===== src/rtl/ctrl_pkg.sv =====
// ctrl_pkg -- shared definitions for the RV32I decode / ID-stage control slice.
//
// Contents:
//   - RV32I major opcode constants and the M-extension funct7 marker
//   - encodings for operand-B select, ALU control and unconditional-branch kind
//   - ctrl_bundle_t: everything the ID/EX control register carries
//   - CTRL_BUBBLE: the all-zero bundle used for bubbles and reset
//   - md_state_e: states of the multi-cycle M-op sequencer
//   - uses_rs1 / uses_rs2: which opcodes actually read a source register
//
// Build option: RV32M_EXT_EN (consumed by ctrl_decode and id_ctrl_stage).
package ctrl_pkg;

  localparam logic [6:0] OPC_R      = 7'b0110011;
  localparam logic [6:0] OPC_IMM    = 7'b0010011;
  localparam logic [6:0] OPC_LOAD   = 7'b0000011;
  localparam logic [6:0] OPC_STORE  = 7'b0100011;
  localparam logic [6:0] OPC_BRANCH = 7'b1100011;
  localparam logic [6:0] OPC_JAL    = 7'b1101111;
  localparam logic [6:0] OPC_JALR   = 7'b1100111;
  localparam logic [6:0] OPC_LUI    = 7'b0110111;
  localparam logic [6:0] OPC_AUIPC  = 7'b0010111;

  // funct7 value that turns an R-type encoding into MUL/DIV/REM
  localparam logic [6:0] FUNCT7_MULDIV = 7'b0000001;

  typedef enum logic [1:0] {
    OPB_RS2  = 2'b00,
    OPB_IMM  = 2'b01,
    OPB_FOUR = 2'b10
  } op_b_sel_e;

  typedef enum logic [1:0] {
    ALU_FUNCT = 2'b00,
    ALU_ADD   = 2'b01,
    ALU_PASS  = 2'b10
  } alu_ctrl_e;

  typedef enum logic [1:0] {
    UNCBR_NONE = 2'b00,
    UNCBR_JAL  = 2'b10,
    UNCBR_JALR = 2'b11
  } uncbr_e;

  typedef enum logic {
    IDLE = 1'b0,
    BUSY = 1'b1
  } md_state_e;

  typedef struct packed {
    logic      ctrl_vld;
    logic      op_a_sel;
    op_b_sel_e op_b_sel;
    alu_ctrl_e alu_ctrl;
    logic      is_br;
    uncbr_e    is_uncbr;
    logic      mem_wren;
    logic      mem_rden;
    logic      rd_wren;
    logic      wb_sel;
    logic [4:0] rd_addr;
    logic      md_vld;
    logic [2:0] md_op;
    logic      illegal;
  } ctrl_bundle_t;

  localparam ctrl_bundle_t CTRL_BUBBLE = '0;

  // Opcodes whose rs1 field names a real source operand
  function automatic logic uses_rs1(input logic [6:0] opcode);
    case (opcode)
      OPC_R, OPC_IMM, OPC_LOAD, OPC_JALR, OPC_STORE, OPC_BRANCH: return 1'b1;
      default: return 1'b0;
    endcase
  endfunction

  // Opcodes whose rs2 field names a real source operand
  function automatic logic uses_rs2(input logic [6:0] opcode);
    case (opcode)
      OPC_R, OPC_STORE, OPC_BRANCH: return 1'b1;
      default: return 1'b0;
    endcase
  endfunction

endpackage


===== src/rtl/ctrl_decode.sv =====
// ctrl_decode -- purely combinational RV32I(+M) control decode.
//
// Ports:
//   instr_i     in  32  instruction word from IF/ID
//   ctrl_o      out     decoded control bundle (ctrl_vld always 1; the stage
//                       decides whether it is actually latched)
//   rs1_addr_o  out  5  rs1 field
//   rs2_addr_o  out  5  rs2 field
//   rs1_used_o  out  1  this opcode reads rs1
//   rs2_used_o  out  1  this opcode reads rs2
//
// Build option: RV32M_EXT_EN -- when defined, R-type with funct7=0000001
// decodes as an M op; otherwise that encoding is reported illegal.
module ctrl_decode
  import ctrl_pkg::*;
(
  input  logic [31:0]  instr_i,
  output ctrl_bundle_t ctrl_o,
  output logic [4:0]   rs1_addr_o,
  output logic [4:0]   rs2_addr_o,
  output logic         rs1_used_o,
  output logic         rs2_used_o
);

  logic [6:0] opcode;
  logic [6:0] funct7;
  logic [2:0] funct3;
  logic [4:0] rd_field;

  assign opcode   = instr_i[6:0];
  assign rd_field = instr_i[11:7];
  assign funct3   = instr_i[14:12];
  assign funct7   = instr_i[31:25];

  assign rs1_addr_o = instr_i[19:15];
  assign rs2_addr_o = instr_i[24:20];
  assign rs1_used_o = uses_rs1(opcode);
  assign rs2_used_o = uses_rs2(opcode);

`ifndef RV32M_EXT_EN
  // funct3 only steers M ops, which do not exist in this build
  logic unused_funct3;
  assign unused_funct3 = ^funct3;
`endif

  // Opcode table. Everything starts from the bubble so unlisted fields stay 0;
  // the destination address is filled in last so it is 0 whenever nothing
  // will be written back.
  always_comb begin
    ctrl_o          = CTRL_BUBBLE;
    ctrl_o.ctrl_vld = 1'b1;
    case (opcode)
      OPC_R: begin
        if (funct7 == FUNCT7_MULDIV) begin
`ifdef RV32M_EXT_EN
          ctrl_o.rd_wren = 1'b1;
          ctrl_o.md_vld  = 1'b1;
          ctrl_o.md_op   = funct3;
`else
          ctrl_o.illegal = 1'b1;
`endif
        end else begin
          ctrl_o.rd_wren = 1'b1;
        end
      end
      OPC_IMM: begin
        ctrl_o.op_b_sel = OPB_IMM;
        ctrl_o.rd_wren  = 1'b1;
      end
      OPC_LOAD: begin
        ctrl_o.op_b_sel = OPB_IMM;
        ctrl_o.alu_ctrl = ALU_ADD;
        ctrl_o.mem_rden = 1'b1;
        ctrl_o.wb_sel   = 1'b1;
        ctrl_o.rd_wren  = 1'b1;
      end
      OPC_STORE: begin
        ctrl_o.op_b_sel = OPB_IMM;
        ctrl_o.alu_ctrl = ALU_ADD;
        ctrl_o.mem_wren = 1'b1;
      end
      OPC_BRANCH: begin
        ctrl_o.is_br = 1'b1;
      end
      OPC_JAL: begin
        ctrl_o.op_b_sel = OPB_FOUR;
        ctrl_o.alu_ctrl = ALU_PASS;
        ctrl_o.is_uncbr = UNCBR_JAL;
        ctrl_o.rd_wren  = 1'b1;
      end
      OPC_JALR: begin
        ctrl_o.op_b_sel = OPB_FOUR;
        ctrl_o.alu_ctrl = ALU_PASS;
        ctrl_o.is_uncbr = UNCBR_JALR;
        ctrl_o.rd_wren  = 1'b1;
      end
      OPC_LUI: begin
        ctrl_o.op_b_sel = OPB_IMM;
        ctrl_o.alu_ctrl = ALU_PASS;
        ctrl_o.rd_wren  = 1'b1;
      end
      OPC_AUIPC: begin
        ctrl_o.op_a_sel = 1'b1;
        ctrl_o.op_b_sel = OPB_IMM;
        ctrl_o.rd_wren  = 1'b1;
      end
      default: begin
        ctrl_o.illegal = 1'b1;
      end
    endcase
    ctrl_o.rd_addr = ctrl_o.rd_wren ? rd_field : 5'd0;
  end

endmodule


===== src/rtl/id_ctrl_stage.sv =====
// id_ctrl_stage -- registered ID-stage control: decode, load-use bubbles and
// multi-cycle M-op sequencing, feeding the ID/EX control register.
//
// Parameters:
//   MUL_LAT  EX cycles for MUL/MULH/MULHSU/MULHU (>=1)
//   DIV_LAT  EX cycles for DIV/DIVU/REM/REMU (>=1)
//   The busy-counter width is derived internally from the larger latency.
//
// Ports:
//   clk_i, rst_i      clock; synchronous active-high reset
//   instr_i           instruction from IF/ID
//   instr_vld_i       IF/ID holds a valid instruction
//   flush_i           redirect; kill the ID/EX contents
//   op_a_sel_o .. illegal_o   registered ID/EX control bundle
//   ctrl_vld_o        ID/EX slot holds a real instruction (0 = bubble)
//   stall_o           hold PC and IF/ID (combinational)
//
// Build option: RV32M_EXT_EN -- enables M-op decode and the IDLE/BUSY
// sequencer. Without it stall_o comes from load-use hazards alone.
module id_ctrl_stage
  import ctrl_pkg::*;
#(
  parameter int MUL_LAT = 2,
  parameter int DIV_LAT = 33
) (
  input  logic        clk_i,
  input  logic        rst_i,
  input  logic [31:0] instr_i,
  input  logic        instr_vld_i,
  input  logic        flush_i,
  output logic        op_a_sel_o,
  output logic [1:0]  op_b_sel_o,
  output logic [1:0]  alu_ctrl_o,
  output logic        is_br_o,
  output logic [1:0]  is_uncbr_o,
  output logic        mem_wren_o,
  output logic        mem_rden_o,
  output logic        rd_wren_o,
  output logic        wb_sel_o,
  output logic [4:0]  rd_addr_o,
  output logic        ctrl_vld_o,
  output logic        md_vld_o,
  output logic [2:0]  md_op_o,
  output logic        illegal_o,
  output logic        stall_o
);

  ctrl_bundle_t dec;
  ctrl_bundle_t idex_q;
  logic [4:0]   dec_rs1;
  logic [4:0]   dec_rs2;
  logic         dec_rs1_used;
  logic         dec_rs2_used;
  logic         load_use;
  logic         busy;

  ctrl_decode u_decode (
    .instr_i    (instr_i),
    .ctrl_o     (dec),
    .rs1_addr_o (dec_rs1),
    .rs2_addr_o (dec_rs2),
    .rs1_used_o (dec_rs1_used),
    .rs2_used_o (dec_rs2_used)
  );

  // A load sitting in ID/EX whose destination feeds the instruction now in
  // IF/ID cannot forward in time, so that instruction must wait one cycle.
  // Writes to x0 never create a dependency.
  logic rs1_hit;
  logic rs2_hit;
  assign rs1_hit  = dec_rs1_used && (dec_rs1 == idex_q.rd_addr);
  assign rs2_hit  = dec_rs2_used && (dec_rs2 == idex_q.rd_addr);
  assign load_use = idex_q.ctrl_vld && idex_q.mem_rden && (idex_q.rd_addr != 5'd0)
                    && instr_vld_i && (rs1_hit || rs2_hit);

`ifdef RV32M_EXT_EN
  localparam int MAX_LAT = (MUL_LAT > DIV_LAT) ? MUL_LAT : DIV_LAT;
  localparam int CNT_W   = (MAX_LAT > 1) ? $clog2(MAX_LAT) : 1;

  md_state_e        state_q;
  md_state_e        state_d;
  logic [CNT_W-1:0] cnt_q;
  logic [CNT_W-1:0] cnt_d;
  logic [CNT_W-1:0] lat_m1;
  logic             take_decode;

  // funct3[2] separates the divide family from the multiply family
  assign lat_m1      = dec.md_op[2] ? CNT_W'(DIV_LAT - 1) : CNT_W'(MUL_LAT - 1);
  assign take_decode = !load_use && instr_vld_i;
  assign busy        = (state_q == BUSY);

  // Sequencer state and remaining-cycle counter
  always_ff @(posedge clk_i) begin
    if (rst_i) begin
      state_q <= IDLE;
      cnt_q   <= '0;
    end else begin
      state_q <= state_d;
      cnt_q   <= cnt_d;
    end
  end

  // The op stays in ID/EX for LAT cycles in total: the latch edge starts
  // BUSY with LAT-1 remaining, and the edge that sees 1 returns to IDLE
  // while the register is still held, so the op gets one final IDLE cycle
  // and the next instruction is latched straight after it. Single-cycle
  // ops load 0 and never leave IDLE.
  always_comb begin
    state_d = state_q;
    cnt_d   = cnt_q;
    if (flush_i) begin
      state_d = IDLE;
      cnt_d   = '0;
    end else if (state_q == BUSY) begin
      if (cnt_q == CNT_W'(1)) begin
        state_d = IDLE;
        cnt_d   = '0;
      end else begin
        cnt_d = cnt_q - CNT_W'(1);
      end
    end else if (take_decode && dec.md_vld && (lat_m1 != '0)) begin
      state_d = BUSY;
      cnt_d   = lat_m1;
    end
  end
`else
  // Latencies are only meaningful when the M extension is built in
  logic [31:0] unused_lat;
  assign unused_lat = MUL_LAT + DIV_LAT;
  assign busy       = 1'b0;
`endif

  // ID/EX control register. Flush beats everything but reset; while an
  // M op is running the register is frozen, which also makes any hazard
  // check against the held instruction irrelevant.
  always_ff @(posedge clk_i) begin
    if (rst_i) begin
      idex_q <= CTRL_BUBBLE;
    end else if (flush_i) begin
      idex_q <= CTRL_BUBBLE;
    end else if (busy) begin
      idex_q <= idex_q;
    end else if (load_use) begin
      idex_q <= CTRL_BUBBLE;
    end else if (instr_vld_i) begin
      idex_q <= dec;
    end else begin
      idex_q <= CTRL_BUBBLE;
    end
  end

  assign stall_o = load_use || busy;

  assign op_a_sel_o = idex_q.op_a_sel;
  assign op_b_sel_o = idex_q.op_b_sel;
  assign alu_ctrl_o = idex_q.alu_ctrl;
  assign is_br_o    = idex_q.is_br;
  assign is_uncbr_o = idex_q.is_uncbr;
  assign mem_wren_o = idex_q.mem_wren;
  assign mem_rden_o = idex_q.mem_rden;
  assign rd_wren_o  = idex_q.rd_wren;
  assign wb_sel_o   = idex_q.wb_sel;
  assign rd_addr_o  = idex_q.rd_addr;
  assign ctrl_vld_o = idex_q.ctrl_vld;
  assign md_vld_o   = idex_q.md_vld;
  assign md_op_o    = idex_q.md_op;
  assign illegal_o  = idex_q.illegal;

endmodule


===== config.mk =====
export PLATFORM = sky130hd
export DESIGN_NAME = id_ctrl_stage
export DESIGN_NICKNAME = d
export VERILOG_FILES = /design/src/rtl/ctrl_pkg.sv /design/src/rtl/ctrl_decode.sv /design/src/rtl/id_ctrl_stage.sv
export SDC_FILE = /design/constraint.sdc
export NUM_CORES = 1
export LEC_CHECK = 0
export ABC_AREA = 0
export BUFFER_PORTS_ARGS = -buffer_cell sky130_fd_sc_hd__buf_2
export CORE_ASPECT_RATIO = 1.25
export CORE_MARGIN = 8
export CORE_UTILIZATION = 30
export DETAILED_ROUTE_END_ITERATION = 6
export GPL_ROUTABILITY_DRIVEN = 1
export RECOVER_POWER = 50
export REMOVE_ABC_BUFFERS = 1
export SLEW_MARGIN = 10
export SYNTH_ARGS = -nofsm -noshare
export SYNTH_HDL_FRONTEND = slang
export SYNTH_SLANG_ARGS = --single-unit
export TNS_END_PERCENT = 20

===== constraint.sdc =====
create_clock -name clk_i -period 2 [get_ports clk_i]
set_input_delay 0.2 -clock clk_i [delete_from_list [all_inputs] [get_ports clk_i]]
set_output_delay 0.2 -clock clk_i [all_outputs]
set_load 0.01 [all_outputs]

==> qor.csv <==
metric;value;unit
first-pass GRT wire length;4460;um
worst-margin pin slew;0.573;ns
Setup CP Type;flop to output port;
vias per std cell;4.88;
Simple-Gate Fraction of Synth Area;34.0;%
top post-synthesis cells by area;dfxtp_1, xor2_1, nor4_2, nor4b_1, buf_4;
Mapped Cells;94;
Post-Synth Adder-Cell Area;0;%
nature of the critical path startpoint;flop;
setup TNS;0;ns
fin. max-slew vios;0;
maxcap violations;0;
PortBufs;52;
Avg WL per Cell;14.8;um
crit path from;rd_addr_o[0]$_SDFF_PP0_;
CTS Buf Count;3;
via count;893;
hold slack;0.161;ns
Clk pin slew, worst setup/hold paths;0.10;ns
Die H;78.3;um
post-synthesis register bit count;18;
Syn Area/Cell;9.90;um2
Starting DRT DRC Count;21;
Synth top cells by count;dfxtp_1, xor2_1, nor2_1, nor4_1;
Crit. End Element;output port;
Setup Skew;0.00317;ns
top cell type by total area after synthesis;dfxtp_1;
min-delay src;instr_i[10];
Tmin final;1.94;ns
chip width;65.8;um
Hold Path Class;primary input to flop;
area delta synth->final;33.9;%
n_diodes;0;
top_reg_cell synth;dfxtp_1;
warnings from Yosys;0;
maximum buffer depth of the clock tree;2;
Post-synth EDFFs;0;
part of the power in combinational logic;13.9;%
area share of the largest cell type after synthesis;38.7;%
Achievable Freq;516;MHz
xor/xnor cell area share of the yosys netlist;9.41;%
H-tree Lvls;1;
Compound-Gate Fraction of Synth Area;9.14;%
Remaining DRCs;0;
Slew headroom;61.8;%
core area;2950;um2
run status;complete, no violations;
Root Buffer;clkbuf_4;
vias in the first global route;1018;
Placer Congestion;0.737;
Fill cells;319;
main combinational cell family by area after synthesis;simple AND/OR/NAND/NOR gates;
cell with the most instances after synthesis;dfxtp_1;
clock group share of total power;32.9;%
RSZ-0062 raised after global routing;true;
HPWL after DPL;2120;um
Initial Utilization;31.6;%
Site Rows;22;
register area share after synthesis;38.7;%
Pwr Density;546;nW/um2
hold-fix buffers at CTS;0;
share of layout cells above drive strength 1;41.5;%
TritonCTS clock tree;yes;
crit path max fanout;4;
clock latency on the worst-skew pair;0.29;ns
overall routing resource usage;10.6;%
final hold violation count;0;
sequential share of power;53.2;%
Final ANT Viol Nets;0;
Final Setup Violations;0;
largest net degree at the start of global routing;16;
WP data required;1.80;ns
RR Startpoint;rd_addr_o[0]$_SDFF_PP0_;
Int Pwr;0.513;mW
nets;184;
mapped cell area;931;um2
drt pass-1 iters;4;
worst path arrival time;1.74;ns
Leak;0.517;nW
antenna violations before repair;0;
post-synth cell types;32;
Clock Sink Count;18;
switching power total;0.168;mW
Net Sw Frac;24.6;%
GRT overflow;0;
peak supply drop;0.000279;V
die footprint;5150;um2
I/O pins;60;
crit share post-route;96.8;%
Power, Total;0.681;mW
mux contribution to synthesized area;1.08;%
Post-synth ARST share;0;%
WL final;2710;um
==> layout by cell type, fill, tap and decap left out, types with 2 or more instances in the layout <==
| cell | Yosys | routed |
|---|---|---|
| nor4_1 | 6 | 4 |
| conb_1 | 1 | 4 |
| nor3_1 | 3 | 3 |
| nand3b_1 | 1 | 2 |
| nor4_2 | 5 | 7 |
| xnor2_1 | 2 | 2 |
| nor2_1 | 6 | 6 |
| nor2b_1 | 3 | 3 |
| nand4_1 | 3 | 3 |
| clkbuf_4 | 0 | 3 |
| clkbuf_1 | 4 | 12 |
| nand2_1 | 4 | 4 |
| buf_2 | 0 | 40 |
| xor2_1 | 8 | 8 |
| or4_1 | 4 | 4 |
| buf_4 | 5 | 3 |
| nor4b_1 | 5 | 4 |
| dfxtp_1 | 18 | 17 |
==> final timing paths <==
check,end,slack (ns),cells after the start
hold reg to reg,is_br_o$_SDFF_PP0_,0.77,4
hold / removal,rd_addr_o[3]$_SDFF_PP0_,0.16,2
setup reg to reg,rd_addr_o[0]$_SDFF_PP0_,0.16,6
setup / recovery,stall_o,0.06,5
==> routing by layer <==
metal	GRT usage (%)	vias up	wire length, um
li1	-	444	-
met1	11.1	408	1130
met2	17.6	39	1290
met3	5.26	2	266
met4	4.16	0	18
met5	0	-	0
==> layout make-up <==
type / count / area (um2) / area share [%]
flip-flops and latches: 18 / 362 / 29.0
inverters: 1 / 3.75 / 0.301
repair buffers: 56 / 279 / 22.4
multi-input cells: 68 / 520 / 41.8
well taps: 36 / 45.0 / 3.61
clock buffers: 4 / 36.3 / 2.91
==> power by group through the flow <==
stage / registers, mW / logic (mW) / clock network (mW)
after floorplan: 0.372 / 0.0378 / 0
after global placement: 0.370 / 0.0917 / 0
after global routing: 0.363 / 0.104 / 0.256
after CTS: 0.362 / 0.0959 / 0.235
final: 0.362 / 0.0947 / 0.224
after detailed placement: 0.370 / 0.0941 / 0
==> state kept, by name, indices dropped and copies added, names as in the netlist <==
register,cells
is_uncbr_o,2
illegal_o,1
alu_ctrl_o,2
rd_wren_o,1
is_br_o,1
wb_sel_o,1
op_b_sel_o,2
ctrl_vld_o,1
mem_wren_o,1
op_a_sel_o,1
rd_addr_o,5
==> per-stage QoR <==
| stage | setup WS, ns | instance area (um2) | util (%) | std cells |
|---|---|---|---|---|
| 3_3_place_gp | 0.230 | 1210 | 41.0 | 178 |
| 3_5_place_dp | 0.223 | 1210 | 41.0 | 178 |
| 2_1_floorplan | 0.341 | 878 | - | 87 |
| 4_1_cts | 0.0122 | 1260 | 42.8 | 183 |
| 6_report | 0.0637 | 1250 | 42.3 | 183 |
| 5_1_grt | -0.0149 | 1250 | 42.3 | 183 |
==> worst max-delay path: stages, from the launching register on <==
cell       delay [ns]
dfxtp_1          0.35
or4_1            0.56
o2111ai_2        0.24
a21oi_4          0.05
buf_6            0.12
buf_2            0.13
==> what timing repair did <==
item	4_1_cts	5_1_grt
pin swaps	5	3
gates resized for setup	2	4
setup endpoints to repair	1	2
buffers inserted	1	0
==> logic make-up after synthesis <==
family / after synthesis
xor+xnor: 10
buf+inv: 11
other cells: 1
simple gates: 45
compound gates: 8
mux: 1
flops: 18
Power figures use the tool's default switching activity.
